File: config.mk
export PLATFORM = sky130hd
export DESIGN_NAME = change_capture_flat
export DESIGN_NICKNAME = d
export VERILOG_FILES = /design/src/rtl/change_capture_if.sv /design/src/rtl/change_capture.sv /design/src/flat_wrapper.sv
export SDC_FILE = /design/constraint.sdc
export NUM_CORES = 1
export LEC_CHECK = 0
export ABC_AREA = 1
export ABC_CLOCK_PERIOD_IN_PS = 5750
export BUFFER_PORTS_ARGS = -buffer_cell sky130_fd_sc_hd__clkbuf_2
export CORE_ASPECT_RATIO = 1.25
export CORE_MARGIN = 4
export CORE_UTILIZATION = 45
export CTS_BUF_LIST = sky130_fd_sc_hd__clkbuf_16
export CTS_CLUSTER_SIZE = 28
export DETAILED_ROUTE_END_ITERATION = 10
export GPL_TIMING_DRIVEN = 0
export SKIP_CTS_REPAIR_TIMING = 1
export SLEW_MARGIN = 30
export SYNTH_ARGS = -nofsm -noshare
export SYNTH_HDL_FRONTEND = slang
export SYNTH_SLANG_ARGS = --single-unit
File: constraint.sdc
create_clock -name clk -period 5.75 [get_ports clk]
set_input_delay 0.8625 -clock clk [delete_from_list [all_inputs] [get_ports clk]]
set_output_delay 0.8625 -clock clk [all_outputs]
set_load 0.05 [all_outputs]
File: src/rtl/change_capture_if.sv
// Record stream from the change-capture front end to the SPI transmitter.
// The producer drives valid and the head record; the consumer drives ready.
interface change_capture_if #(
    parameter int WIDTH = 8
);
    logic             out_valid;
    logic             out_ready;
    logic [WIDTH-1:0] out_pins;
    logic [31:0]      out_time;

    modport master (
        output out_valid,
        output out_pins,
        output out_time,
        input  out_ready
    );

    modport slave (
        input  out_valid,
        input  out_pins,
        input  out_time,
        output out_ready
    );
endinterface

File: src/rtl/change_capture.sv
// Logic analyzer input capture: two-flop synchronizer on the probe pins, a
// free-running cycle counter, change detection, and a first-word-fall-through
// FIFO of {pins, timestamp} records feeding a valid/ready consumer.
module change_capture #(
    parameter int DEPTH = 4,
    parameter int WIDTH = 8
) (
    input  logic             clk,
    input  logic             rst,
    input  logic [WIDTH-1:0] pin_values,
    change_capture_if.master out,
    output logic             overflow
);
    localparam int AW = $clog2(DEPTH);
    localparam int RW = WIDTH + 32;
    localparam logic [AW:0] CNT_FULL = (AW + 1)'(DEPTH);

    logic [WIDTH-1:0] s1_reg;
    logic [WIDTH-1:0] s2_reg;
    logic [WIDTH-1:0] prev_reg;
    logic [31:0]      now_reg;
    // Post-release edge counter: 0..2 while warming up, 3 once running.
    logic [1:0]       start_reg;

    logic [RW-1:0]    mem [DEPTH];
    logic [AW-1:0]    wr_ptr_reg;
    logic [AW-1:0]    rd_ptr_reg;
    logic [AW:0]      count_reg;
    logic             overflow_reg;

    logic             snapshot;
    logic             push;
    logic             pop;
    logic             empty;
    logic             full;
    logic             write_en;
    logic [RW-1:0]    head;

    // The snapshot edge is the third one after release; change detection
    // runs on every edge after it, comparing against the previous s2.
    assign snapshot = (start_reg == 2'd2);
    assign push     = snapshot || ((start_reg == 2'd3) && (s2_reg != prev_reg));
    assign empty    = (count_reg == '0);
    assign full     = (count_reg == CNT_FULL);
    assign pop      = !empty && out.out_ready;
    // A full FIFO still accepts a record when the head leaves the same cycle.
    assign write_en = push && (!full || pop);

    // Synchronizer, timestamp counter, change tracking and FIFO bookkeeping.
    always_ff @(posedge clk) begin
        if (!rst) begin
            s1_reg       <= '0;
            s2_reg       <= '0;
            prev_reg     <= '0;
            now_reg      <= '0;
            start_reg    <= '0;
            wr_ptr_reg   <= '0;
            rd_ptr_reg   <= '0;
            count_reg    <= '0;
            overflow_reg <= 1'b0;
        end else begin
            s1_reg  <= pin_values;
            s2_reg  <= s1_reg;
            now_reg <= now_reg + 32'd1;
            if (start_reg != 2'd3) begin
                start_reg <= start_reg + 2'd1;
            end
            if (start_reg >= 2'd2) begin
                prev_reg <= s2_reg;
            end
            if (write_en) begin
                wr_ptr_reg <= wr_ptr_reg + (AW)'(1);
            end
            if (pop) begin
                rd_ptr_reg <= rd_ptr_reg + (AW)'(1);
            end
            case ({write_en, pop})
                2'b10:   count_reg <= count_reg + (AW + 1)'(1);
                2'b01:   count_reg <= count_reg - (AW + 1)'(1);
                default: count_reg <= count_reg;
            endcase
            if (push && full && !pop) begin
                overflow_reg <= 1'b1;
            end
        end
    end

    // Record storage; the record carries the values held before the push edge.
    always_ff @(posedge clk) begin
        if (rst && write_en) begin
            mem[wr_ptr_reg] <= {s2_reg, now_reg};
        end
    end

    // Head of queue falls through; outputs are forced to zero when empty.
    assign head          = mem[rd_ptr_reg];
    assign out.out_valid = !empty;
    assign out.out_pins  = empty ? '0 : head[RW-1:32];
    assign out.out_time  = empty ? '0 : head[31:0];
    assign overflow      = overflow_reg;
endmodule
File: src/flat_wrapper.sv
// flat-port wrapper written by rule: the top's interface ports become plain ports
module change_capture_flat 
#(
    parameter int DEPTH = 4,
    parameter int WIDTH = 8
)
  (clk, rst, pin_values, overflow, out_out_valid, out_out_pins, out_out_time, out_out_ready);
  change_capture_if #(.WIDTH(WIDTH)) out_i ();
  input  logic clk;
  input  logic rst;
  input  logic [WIDTH-1:0] pin_values;
  output logic overflow;
  output wire logic [$bits(out_i.out_valid)-1:0] out_out_valid;
  output wire logic [$bits(out_i.out_pins)-1:0] out_out_pins;
  output wire logic [$bits(out_i.out_time)-1:0] out_out_time;
  input wire logic [$bits(out_i.out_ready)-1:0] out_out_ready;
  assign out_out_valid = out_i.out_valid;
  assign out_out_pins = out_i.out_pins;
  assign out_out_time = out_i.out_time;
  assign out_i.out_ready = out_out_ready;
  change_capture #(.DEPTH(DEPTH), .WIDTH(WIDTH)) u_core (.clk(clk), .rst(rst), .pin_values(pin_values), .out(out_i), .overflow(overflow));
endmodule
Yosys cells after proc, flatten, opt, wreduce, memory -nomap -nowiden
Memories as Yosys holds them, arrays and structs flattened. A register that Yosys moved wholly into a read port is not among the register bits.
Cells that the tools add are included.
{ "word_totals": {"regBits": 66, "mem_bits_rw": 160, "inputBits": 11, "out_inout_bits": 42, "elab_cells": 44, "memories": 1} }
{ "memory_table": {"columns": ["memory", "words", "word_bits", "read_ports", "rd_ports_with_merged_regs", "wr", "line", "source"], "rows": [
  ["u_core.mem", 4, 40, 1, 1, 1, "change_capture.sv:25", "logic [RW-1:0] mem [DEPTH];"]
]} }
{ "classes": {"add_sub_neg": 6, "magnitude_cmp": 1, "n_eq_ne": 7, "n_mux": 7, "n_reduce_logical": 13} }
{ "ops": {"columns": ["op", "n"], "rows": [
  ["$add 32x1->32 const B", 1],
  ["$mux 32", 1],
  ["$mux 8", 1],
  ["$ne 8x8->1", 1],
  ["$add 2x1->2 const B", 3],
  ["$eq 2x2->1 const B", 3],
  ["$logic_and 1x1->1", 6],
  ["$pmux 3 s2", 1],
  ["$mux 2", 2],
  ["$add 3x1->3 const B", 1],
  ["$eq 3x3->1 const B", 1],
  ["$logic_not 1->1", 3],
  ["$logic_not 3->1", 1],
  ["$sub 3x1->3 const B", 1],
  ["$eq 2x1->1 const B", 1],
  ["$ge 2x2->1 const B", 1],
  ["$logic_or 1x1->1", 2],
  ["$mux 1", 2],
  ["$ne 2x2->1 const B", 1],
  ["$reduce_bool 2->1", 1]
]} }

Depth between registers and ports, before layout
{ "depth": {"ltp_word": 8, "mapped_depth": 16, "depth_no_buf": 16} }

Least setup slack after synthesis
No wires, ideal clock.
{ "synth_timing": {"path_kind": "input port to flip-flop", "startpoint": "input port rst", "endpoint": "memory u_core.mem[0][0] in the netlist's numbering, enable pin", "t_arrival_ns": 4.203, "path_slack_ns": 1.060, "path_stages": 4, "path_buffers": 2, "cell_sequence": "buf_2 clkinv_1 clkbuf_1 nor3_1"} }
{ "synth_via": {"elab_chain_len": 3} }
{ "synth_rtl": {"columns": ["item", "line", "source"], "rows": [
  ["start, declared", "flat_wrapper.sv:10", "input logic rst;"],
  ["$logic_and 1x1->1", "change_capture.sv:90", "if (rst && write_en) begin"],
  ["$mux 1", "change_capture.sv:90", null],
  ["$mux 1 (implied by the code)", "change_capture.sv:91", "mem[wr_ptr_reg] <= {s2_reg, now_reg};"],
  ["end, declared", "change_capture.sv:25", null]
]} }
Every way passes these cells.

==> impl_results.md <==
- Share of layout cells above drive strength 1: 14.0%
- Power per cell area: 455 nW/um^2
- Mapped Area: 9240 um^2
- Vias/cell: 4.99
- Design area: 10800 um^2
- Drt wl/cell: 15.9 um
- Clock insertion delay at the later pin of the skew report: 500 ps
- Largest register FFs: 160
- Die H: 168 um
- Die area: 22900 um^2
- Worst Setup End Kind: output port
- Overall Power: 4.89 mW
- DRC: 0
- H-tree Lvls: 1
- CTS tree: built
- Via Count: 6422
- Seq/Total Area, Yosys: 66.7%
- Async SR Flop Fraction: 0%
- Setup crit start kind: flip-flop
- Clk slew on worst S/H paths: 60 ps
- Data required, critical path: 4890 ps
- Fmax: 303 MHz
- Detailed Place HPWL: 14100 um
- Residual antenna-violating net count after detailed routing: 0
- Setup TNS: 0 ps
- Syn Nets: 922
- HP Class: reg -> reg
- CP Max Fanout: 10
- Port-buffer cells: 51
- FILL cells: 1829
- Fin cells: 1287
- Worst rel slew slack: 55.8%
- Slew @ Worst Pin: 663 ps
- Status: finished clean
- Layout Nets: 1021
- Syn avg cell area: 10.2 um^2
- Initial Util: 45.8%
- Most used DFF post-synth: edfxtp_1
- Top cell type's share of synthesized area: 52.0%
- Post-Route WL: 20500 um
- Clock tree root driver cell: clkbuf_16
- Cell variety after synth: 31
- GRT Total Usage: 18.3%
- Core area: 20200 um^2
- Crit share post-route: 57.4%
- EDFF count, synth: 160
- Total gr overflow: 0
- Antenna violations before repair: 0
- Antenna cells: 0
- Vias in the first global route: 6227
- Clock sink count: 228
- Slew Limit Fails: 0
- Maxcap violations: 0
- Final hold slack: 411 ps
- Multi-input logic area: 2670 um^2
- Worst clock skew: 10.8 ps
- Clock buffer depth: 3
- DP Area: 10000 um^2
- Count leader, synth: nor2_1
- Slowest stage cell, crit path: clkbuf_1
- Critical path arrival: 2440 ps
- WS Path Type: reg -> out
- CP top delay family: buffers and inverters
- Drt first-iter violations: 347
- Gate count after technology mapping: 902
- WHS Path Cells: 2
- Worst IR drop on VDD: 0.000381 V
- Reg2Reg Depth: 11
- Num ports: 53
- Largest net degree at the start of global routing: 17
- Cell row count: 58
- Register area: 6170 um^2
- Worst path bufs/invs: 4
- Placed cells: 1247
- Yosys top cell by area: edfxtp_1
- Die width: 136 um
- Synth cell count leaders: nor2_1 (210), edfxtp_1 (160), nand2_1 (100)
- Final Hold Fails: 0
- Final Setup Violations: 0
- Synthesized flop and latch total: 228
- CP Cell Sequence: buf_2, inv_2, clkbuf_1, o21ai_0, a21oi_1, clkbuf_2
- Area grow syn2layout: 16.4%
- Total CTS buffers: 22
- First-pass GRT wire length: 32900 um
- Synth area leaders: edfxtp_1 (52%), dfxtp_1 (15%), nor2_1 (8.5%), o21ai_0 (4.9%), nand2_1 (4.1%)
- LEAKAGE: 4.01 nW
- Gpl congestion: 0.844
- First-pass DRT Iterations: 5
- Fin crit period: 3300 ps
- Yosys warnings: 0
- Critical Path Stages: 6
- RSZ-0062 raised after global routing: no
- CP peak stage delay: 530 ps
## final cells by class
class | count | area share, %
flip-flops and latches | 228 | 57.3
multi-input cells | 562 | 24.8
clock buffers | 23 | 5.35
repair buffers | 75 | 4.15
well taps | 270 | 3.14
inverters | 74 | 2.58
plain buffers | 38 | 1.40
clock inverters | 17 | 1.23
## placed cells by master, fill, tap and decap left out, types with 2 or more instances in the layout
cell type,netlist,layout
a21oi_1,73,73
buf_2,6,6
buf_4,0,21
buf_6,0,3
bufinv_16,0,2
clkbuf_1,32,32
clkbuf_16,0,23
clkbuf_2,0,51
clkinv_1,1,3
clkinv_2,0,6
dfxtp_1,68,68
edfxtp_1,160,160
ha_1,8,8
inv_1,67,72
inv_2,6,6
nand2_1,100,100
nand2_2,3,3
nand3_1,10,10
nand3b_1,3,3
nor2_1,210,210
nor2_2,2,2
nor2_4,3,3
nor3_1,19,15
nor3_2,4,8
nor3_4,2,2
nor3b_2,2,2
nor4_1,2,2
o21ai_0,90,90
o21ai_1,15,15
or2_0,2,2
xnor2_1,5,5
xor2_1,4,4
## worst reg2reg max path, stage by stage (launching register included)
cell	delay, ps
dfxtp_1	510
xnor2_1	140
nand2_1	70
nor2_1	40
nand2_1	70
nand2_1	50
nand2_1	160
nand2_1	200
nor3_2	530
buf_4	300
buf_4	200
buf_4	170
## routing by layer
metal / part of all wire, % / global-route usage, % / vias up
li1: - / - / 3229
met1: 43 / 23.1 / 3006
met2: 50 / 32.4 / 157
met3: 5.6 / 2.99 / 30
met4: 1.6 / 4.95 / 0
met5: 0 / 0 / -
## per-stage QoR
stage	util, %	worst slack [ps]
3_3_place_gp	48.8	-1710
2_1_floorplan	-	1060
3_5_place_dp	49.8	2360
5_1_grt	53.3	2280
4_1_cts	53.3	2440
6_report	53.3	2450
## report_power, final
part / switching [mW] / internal [mW]
registers: 0.0388 / 1.84
clock network: 0.579 / 0.814
logic: 1.28 / 0.339
total: 1.90 / 2.99
## path summary, 6_finish.rpt
kind,from,endpoint,slack (ps)
setup / recovery,flip-flop,out_out_time[17],2450
hold / removal,u_core.s1_reg[3],u_core.s2_reg[3],410
setup reg to reg,u_core.s2_reg[7],u_core.mem[2][39],3020
hold reg to reg,u_core.s1_reg[3],u_core.s2_reg[3],410
## logic make-up (layout without fill, tap and decap cells)
logic type	Yosys count	count (layout)	share of synthesized area, %
DFF	228	228	66.7
buffers and inverters	112	227	4.63
adders and majority gates	9	9	1.30
AOI/OAI and AO/OA	179	179	9.71
xor gates and xnor gates	9	9	0.853
and+or+nand+nor	365	365	16.8
Power figures use the tool's default switching activity.
